[config.mk]
export PLATFORM = sky130hd
export DESIGN_NAME = if_fetch_queue
export DESIGN_NICKNAME = d
export VERILOG_FILES = /design/src/rtl/if_fetch_queue.sv
export SDC_FILE = /design/constraint.sdc
export NUM_CORES = 1
export LEC_CHECK = 0
export CAP_MARGIN = 10
export CORE_ASPECT_RATIO = 2
export CORE_MARGIN = 5
export CORE_UTILIZATION = 45
export DETAILED_ROUTE_END_ITERATION = 7
export PLACE_DENSITY = 0.67
export RECOVER_POWER = 100
export SYNTH_ARGS = -nofsm -noshare
export SYNTH_HDL_FRONTEND = slang
export SYNTH_SLANG_ARGS = --single-unit
[constraint.sdc]
create_clock -name clk -period 4.76 [get_ports clk]
set_input_delay 0.476 -clock clk [delete_from_list [all_inputs] [get_ports clk]]
set_output_delay 0.476 -clock clk [all_outputs]
set_load 0.05 [all_outputs]
[src/rtl/if_fetch_queue.sv]
// Dual-issue fetch stage: issues pc/pc+1 pair fetches and buffers returned pairs in a small queue ahead of decode.
// Admission counts the in-flight fetch so the queue cannot overflow; a redirect flushes everything, including the pending response.
module if_fetch_queue #(
  parameter logic [15:0] RESET_PC  = 16'h0000,
  parameter int          QDEPTH    = 4,
  parameter logic [15:0] NOP_INSTR = 16'h0000
) (
  input  logic        clk,
  input  logic        rst,
  output logic        imem_req,
  output logic [15:0] imem_addr,
  input  logic [15:0] imem_rdata_1,
  input  logic [15:0] imem_rdata_2,
  input  logic        stall,
  input  logic        redirect,
  input  logic [15:0] redirect_pc,
  output logic [15:0] instr_1,
  output logic [15:0] instr_2,
  output logic [15:0] pc_out_1,
  output logic [15:0] pc_out_2,
  output logic        valid_out,
  output logic [2:0]  q_count
);

  localparam int         PW = (QDEPTH > 1) ? $clog2(QDEPTH) : 1;
  localparam logic [3:0] QD = 4'(QDEPTH);

  logic [15:0]   fetch_pc;
  logic [15:0]   inflight_pc;
  logic          inflight;
  logic [15:0]   q_i1 [QDEPTH];
  logic [15:0]   q_i2 [QDEPTH];
  logic [15:0]   q_pc [QDEPTH];
  logic [PW-1:0] head;
  logic [PW-1:0] tail;
  logic [2:0]    count;
  logic [3:0]    occ;
  logic          push;
  logic          pop;

  // The pending response reserves a slot, which is what makes the push unconditional.
  assign occ       = {1'b0, count} + {3'b000, inflight};
  assign imem_req  = !rst && !redirect && (occ < QD);
  assign imem_addr = fetch_pc;
  assign q_count   = count;
  assign push      = inflight;
  assign pop       = !stall && (count != 3'd0);

  always_ff @(posedge clk) begin
    if (rst) begin
      fetch_pc    <= RESET_PC;
      inflight    <= 1'b0;
      inflight_pc <= 16'h0000;
      head        <= '0;
      tail        <= '0;
      count       <= 3'd0;
      instr_1     <= NOP_INSTR;
      instr_2     <= NOP_INSTR;
      pc_out_1    <= 16'h0000;
      pc_out_2    <= 16'h0000;
      valid_out   <= 1'b0;
    end else if (redirect) begin
      fetch_pc  <= redirect_pc;
      inflight  <= 1'b0;
      head      <= '0;
      tail      <= '0;
      count     <= 3'd0;
      instr_1   <= NOP_INSTR;
      instr_2   <= NOP_INSTR;
      valid_out <= 1'b0;
    end else begin
      if (imem_req) begin
        fetch_pc    <= fetch_pc + 16'd2;
        inflight    <= 1'b1;
        inflight_pc <= fetch_pc;
      end else begin
        inflight <= 1'b0;
      end

      if (push) begin
        q_i1[tail] <= imem_rdata_1;
        q_i2[tail] <= imem_rdata_2;
        q_pc[tail] <= inflight_pc;
        tail       <= tail + 1'b1;
      end

      // Pop looks only at the pre-push count: no bypass from an empty queue.
      if (pop) begin
        instr_1   <= q_i1[head];
        instr_2   <= q_i2[head];
        pc_out_1  <= q_pc[head];
        pc_out_2  <= q_pc[head] + 16'd1;
        head      <= head + 1'b1;
        valid_out <= 1'b1;
      end else if (!stall) begin
        instr_1   <= NOP_INSTR;
        instr_2   <= NOP_INSTR;
        valid_out <= 1'b0;
      end

      count <= count + {2'b00, push} - {2'b00, pop};
    end
  end

endmodule
# Word-level counts from Yosys, hierarchy flattened
# Memory sizes are Yosys's and may differ from the RTL's. A register that Yosys moved wholly into a read port is not among the register bits.
# Cells that the tools add are included.
word_totals:
  ff_bits: 105
  ram_bits: 192
  input_bits: 52
  output_inout_bits: 85
  elab_cells: 53
  mem_count: 3
memory_table:
  columns: ["memory", "depth", "width", "read_ports", "rd_ports_with_merged_regs", "wr", "line_no", "text"]
  rows:
  - ["q_i1", 4, 16, 1, 1, 1, "31", "logic [15:0] q_i1 [QDEPTH];"]
  - ["q_i2", 4, 16, 1, 1, 1, "32", "logic [15:0] q_i2 [QDEPTH];"]
  - ["q_pc", 4, 16, 1, 1, 1, "33", "logic [15:0] q_pc [QDEPTH];"]
classes:
  add_sub_neg: 7
  n_lt_le_gt_ge: 1
  n_eq_ne: 1
  mux: 18
  bitwise: 1
  n_reduce_logical: 11
ops:
  columns: ["cell", "count"]
  rows:
  - ["16-bit two-way mux", 5]
  - ["16-bit by 1-bit adder with 16-bit output, second input constant", 1]
  - ["16-bit by 2-bit adder with 16-bit output, second input constant", 1]
  - ["2-bit two-way mux", 6]
  - ["1-bit two-way mux", 7]
  - ["2-bit by 1-bit adder with 2-bit output, second input constant", 2]
  - ["3-bit by 1-bit adder with 4-bit output", 1]
  - ["4-bit by 3-bit < comparator with 1-bit output, second input constant", 1]
  - ["2-bit AND reduction", 2]
  - ["3-bit by 1-bit adder with 3-bit output", 1]
  - ["1-bit logical AND", 3]
  - ["1-bit logical NOT", 3]
  - ["3-bit nonzero test", 1]
  - ["3-bit by 1-bit subtractor with 3-bit output", 1]
  - ["2-bit by 1-bit inequality test with 1-bit output, second input constant", 1]
  - ["2-bit nonzero test", 1]
  - ["2-bit OR reduction", 1]
  - ["1-bit NOT", 1]

# Logic depth before layout (Yosys ltp)
depth:
  depth_word: 5
  ltp_mapped: 10
  depth_no_buf: 9

# Worst setup path before layout
# OpenSTA, ideal clock, no wires.
synth_timing:
  path_kind: "register -> register"
  start: "register count[1], in the netlist q_count[1]"
  end: "register count[1], in the netlist q_count[1]"
  setup_time_ns: 0.115
  arrival_time_ns: 2.594
  required_time_ns: 4.645
  path_slack_ns: 2.052
  stages_incl_launch_ff: 10
  n_path_buf: 1
  synth_period_minus_slack_ns: 2.708
  cell_sequence: "dfxtp_1 or2_2 nor2_1 nor2_1 clkbuf_1 ha_1 inv_1 ha_1 fa_1 and2_1"
synth_via:
  elab_chain_len: 3
  word_cells_on_any_way: 4
  classes_between: "add/sub: 2; reduce/logical: 2"
synth_lines:
  columns: ["item", "line_no", "text"]
  rows:
  - ["start, declared", "36", "logic [2:0] count;"]
  - ["start signal, assigned", "101", "count <= count + {2'b00, push} - {2'b00, pop};"]
  - ["3-bit nonzero test", "47", "assign pop = !stall && (count != 3'd0);"]
  - ["1-bit logical AND", "47", null]
  - ["net pop", "39", "logic pop;"]
  - ["3-bit by 1-bit subtractor with 3-bit output", "101", null]
# The timed path passes the listed nets, and every way through them passes these cells.
# A chain may end at the register's enable or synchronous reset.

# Worst setup path in the final report
layout_timing:
  start: "input port redirect"
  end: "output port imem_req"
layout_via:
  elab_chain_len: 3
layout_lines:
  columns: ["item", "line_no", "text"]
  rows:
  - ["start, declared", "15", "input logic redirect,"]
  - ["1-bit logical NOT", "43", "assign imem_req = !rst && !redirect && (occ < QD);"]
  - ["1-bit logical AND (2 in series)", "43", null]
  - ["end, declared", "10", "output logic imem_req,"]
# Every way passes these cells.

==> summary.md <==
| Metric | Value |
|---|---|
| # H-tree levels | 1 |
| Post-synth top flop | edfxtp_1 |
| Tmin final | 3.66 ns |
| CP endpoint kind | primary output |
| Port Buffers | 136 |
| Nets | 962 |
| Failing checks | max-capacitance violations, max-slew violations |
| DRT iter0 DRCs | 396 |
| Reg clk slew, reported paths | 0.07 ns |
| Post-route antenna net violation count | 0 |
| DRC | 0 |
| Layout cells sized above 1 | 12.1% |
| Longest Clk Path Bufs | 3 |
| Vias in the first global route | 7007 |
| Unrepaired setup endpoints after global routing | no |
| Status | complete, but fails checks |
| Post-synthesis sequential area ratio | 70.1% |
| Die area | 0.0285 mm² |
| Synth area leader | edfxtp_1 |
| DR vias/cell | 5.36 |
| Avg WL per Cell | 19.8 µm |
| Post-synth EDFFs | 192 |
| R2R Path End | pc_out_2[12]$_SDFFE_PP0P_ |
| Crit Path Class | in2out |
| Top cell type's share of synthesized area | 51.1% |
| Synth Area per Inst | 14.8 µm² |
| Core footprint | 0.0249 mm² |
| Gate power share | 6.1% |
| Count of final setup violators | 0 |
| Register bit total from synthesis | 299 |
| CTS tree | built |
| Hold WC Path Type | in2reg |
| Worst Skew | 0.0263 ns |
| Global Route met1 Usage | 18.6% |
| Final Max Slew Viols | 152 |
| Synth-to-Final Area Change | 22.4% |
| P_leak | 0.00475 µW |
| Fin. Hold Viols | 0 |
| Post-Syn Instances | 763 |
| Most numerous cell in the Yosys netlist | edfxtp_1 |
| CTS sink cnt | 299 |
| Worst EP arrival | 3.18 ns |
| Die Wd | 122 µm |
| Io pins | 137 |
| VDD IR max | 0.350 mV |
| Fin crit share | 76.9% |
| Largest net degree at the start of global routing | 67 |
| Met2 Track Usage GR | 34.6% |
| Max_slew headroom | -25.4% |
| Final RePlAce weighted congestion | 0.823 |
| Crit. Startpoint | redirect |
| WHS | 0.328 ns |
| Vias | 6735 |
| Mapped Nets | 825 |
| Area contributors post-synth | edfxtp_1 51%, dfxtp_1 19%, mux4_2 9.0% |
| CTS Buf Count | 26 |
| # hold bufs at CTS | 0 |
| Root Buffer Master | clkbuf_16 |
| Ys Warns | 0 |
| Sw Ratio | 22.3% |
| Max Freq | 273 MHz |
| Crit path required time | 4.28 ns |
| CP Max Fanout | 23 |
| Ant diodes | 0 |
| Die height | 234 µm |
| Synthesized area | 0.0113 mm² |
| Setup Buffers After CTS | 0 |
| Initial Util | 45.2% |
| CTS resizes | 0 |
| Critical path launch point type | input port |
| CP Capture Point | imem_req |
| Yosys cell types | 45 |
| Sum Neg Setup Slack | 0 ns |
| NetSw | 1160 µW |
| Total gr overflow | 0 |
| Commonest cells post-synth | 192 x edfxtp_1, 107 x dfxtp_1, 77 x nand2_1 |
| Met3 usage | 2.63% |
| Clock Power Share | 39.7% |
| Pwr dens | 377 mW/mm² |
| Total Routed Length | 24.8 mm |
| Gr busiest metal | met2 |
| Global-route wire length before repair | 38.8 mm |
| Worst Tran Pin Value | 1.88 ns |
| Initial antenna violation count | 0 |
| R2R cell count | 6 |
| Worst-skew pair later-pin latency | 0.55 ns |
| Pint | 4040 µW |
| Initial DRT Pass Iterations | 5 |
| Dpl hpwl | 16.6 mm |
| # rows | 82 |
| Max-Cap Viols | 4 |
| GRT Overall Usage | 17.8% |
| Flop pwr share | 54.2% |
| Reg2Reg Setup Slack | 1.97 ns |
| Async SR Flop Fraction | 0% |
## metrics by stage
stage,utilization [%],cells,worst slack [ns],total power [µW],cell area (µm²)
floorplan,-,763,2.05,3070,11300
global placement,52.1,1208,1.81,3210,13000
detailed placement,52.1,1208,1.78,3210,13000
CTS,55.5,1256,1.88,5270,13800
global route,55.3,1256,0.895,5380,13800
finish,55.3,1256,1.10,5200,13800
## layout by cell type (no fill, tap or decap), types with 10 or more instances in the layout
master and instances:
dfxtp_1 105, clkbuf_16 27, clkdlybuf4s50_1 16, dlygate4sd3_1 118
inv_1 15, xnor2_1 13, a211oi_1 13, edfxtp_1 192
nor2_1 73, mux4_2 45, a22oi_1 34, clkinv_2 10
o21ai_0 15, a21oi_1 55, nand2_1 77
## sequential cells by signal (all words and copies together) (netlist names), named ones only
register and cells:
pc_out_1 16, q_i1 64, instr_2 16, tail 2
instr_1 16, q_pc 64, head 2, imem_addr 16
inflight_pc 16, q_i2 64, q_count 3, inflight 1
pc_out_2 16, valid_out 1
## metal layers
| metal | wire [µm] | vias to the layer above |
|---|---|---|
| met1 | 8530 | 3336 |
| met5 | 0 | - |
| li1 | - | 3146 |
| met3 | 1190 | 54 |
| met2 | 14200 | 199 |
| met4 | 856 | 0 |
## critical path, stage by stage
cell and delay (ns):
dlygate4sd3_1 0.52, clkbuf_1 0.80, nor2_1 0.28, o21ai_0 0.19, clkinv_1 0.13, dlygate4sd3_1 0.78
## worst min path at each step
stage	startpoint	endpoint	slack [ns]	cells past startpoint
CTS	rst	q_count[1]$_SDFF_PP0_	0.32	3
global route	rst	q_count[0]$_SDFF_PP0_	0.35	3
floorplan	inflight_pc[0]$_SDFFE_PP0P_	q_pc[0][0]$_DFFE_PP_	0.46	0
detailed placement	pc_out_1[13]$_SDFFE_PP0P_	pc_out_1[13]$_SDFFE_PP0P_	0.45	2
finish	rst	q_count[1]$_SDFF_PP0_	0.33	3
global placement	pc_out_1[5]$_SDFFE_PP0P_	pc_out_1[5]$_SDFFE_PP0P_	0.44	2
## cell families after synthesis
group,synth area share [%]
XOR/XNOR,1.40
adder cells (fa/ha/maj),1.18
AO/OA/AOI/OAI,6.96
AND/OR/NAND/NOR,8.21
multiplexers,9.87
buffers and inverters,2.24
flip-flops,70.1
## area by class of cell
type,count,area [µm²]
clock buffers,29,683
fillers,2069,11100
multi-input cells,405,3120
inverters,16,60.1
well taps,336,420
flip-flops and latches,299,7910
repair buffers,152,1450
clock inverters,19,155
## power by group through the flow
stage	sequential (µW)	combinational (µW)	clock [µW]
detailed placement	2880	333	0
floorplan	2940	127	0
global placement	2880	330	0
CTS	2820	335	2110
global route	2830	339	2220
finish	2820	316	2060
Note: power is estimated with default switching activity, not from simulation.
==> variant (same flow settings) <==
The parameter `QDEPTH` goes from 4 to 8.
--- a/src/rtl/if_fetch_queue.sv
+++ b/src/rtl/if_fetch_queue.sv
@@ -2,7 +2,7 @@
 // Admission counts the in-flight fetch so the queue cannot overflow; a redirect flushes everything, including the pending response.
 module if_fetch_queue #(
   parameter logic [15:0] RESET_PC  = 16'h0000,
-  parameter int          QDEPTH    = 4,
+  parameter int          QDEPTH    = 8,
   parameter logic [15:0] NOP_INSTR = 16'h0000
 ) (
   input  logic        clk,
Behaviour: not the same (Yosys sat finds a counterexample within 10 cycles, from zero or initial values and one cycle with rst high).
==> variant against the unedited design <==
Final cell count grew 46%; cell area grew 61%; the run still ends with capacitance limit, slew limit left; die area grew 64%; routed wire length grew 71%; worst setup slack lost 0.16 ns; non-clock buffer count grew 9; sequential power grew 67%; area after synthesis grew 68%; critical endpoint is now q_i2[5][9]; sequential cell count grew 195; synthesized cell count grew 46%; power grew 63%; first-iteration DRC count grew 58%.
==> variant: results (changes against the unedited design) <==
Well-Tap Cells=540 (+61%); vias in the first global route=10998 (+57%); Worst Setup EP=q_i2[5][9]; Peak VDD IR=0.3050 mV (-13%); Largest regs=q_i1 (128), q_i2 (128), q_pc (128); routed length on met3=1.930 mm (+63%); Metal-1 WL=15.22 mm (+79%); synth top area cells=edfxtp_1 61%, dfxtp_1 12%, mux4_2 9.6%; mux share of post-synthesis cell area=13.72% (+3.9 points); initial detailed-routing violation count=626 (+58%); clock sink count=494 (+65%); met3 usage=2.934% (+0.30 points); status=complete, but fails checks; Signal buf overhead=6.736% (-3.7 points); failing checks=capacitance limit, slew limit; final net count=1316 (+37%); Setup WS pre-CTS=1.433 ns (-0.3465 ns); sequential cell area share=61.82% (+4.5 points); number of diodes=4 (+4); GR Util met2=34.50% (-0.11 points); Cell variety after synth=58 (+29%); total number of vias=10375 (+54%); WHS Endpoint=imem_addr[4]; syn avg cell area=17.03 µm² (+15%); max cap viols=12 (+8); first-pass GRT wire length=64.78 mm (+67%); HPWL Detailed=25.89 mm (+56%); Post-Syn Nets=1175 (+42%); Plain + repair buffers=161 (+5.9%); Final Max Slew Viols=410 (+170%); Post-synth top cells=384 x edfxtp_1, 110 x dfxtp_1, 104 x nor2_1; Highest Signal Layer=met5; Worst Hold Margin=0.2972 ns (-0.03065 ns); Synth Area in Compound Gates=4.890% (-2.1 points); reg-to-reg endpoint=pc_out_2[13]
==> variant: cell count changes after synthesis, moves of 18 or more <==
cell      unedited run  this run
edfxtp_1           192       384
mux2_2               0        38
a21oi_1             55        18
mux4_2              45        81
nor2_1              74       104
mux2i_1              2        26
nand3b_1             1        19
==> variant: power breakdown <==
part	internal (W)	switching [W]	leakage (nW)
combinational	0.000136	0.000240	2.24
clock	0.00193	0.00147	0.666
sequential	0.00467	0.0000495	4.47
total	0.00673	0.00176	7.38
==> variant: cells by family after synthesis <==
logic type               after synthesis
adder cells (fa/ha/maj)                8
XOR/XNOR                               7
multiplexers                         150
AO/OA/AOI/OAI                        123
buffers and inverters                 74
flip-flops                           494
AND/OR/NAND/NOR                      259
==> variant: critical path, delay by kind of cell <==
family,cells,cell delay (ns)
buf+inv,2,2.64
simple gates,3,0.76
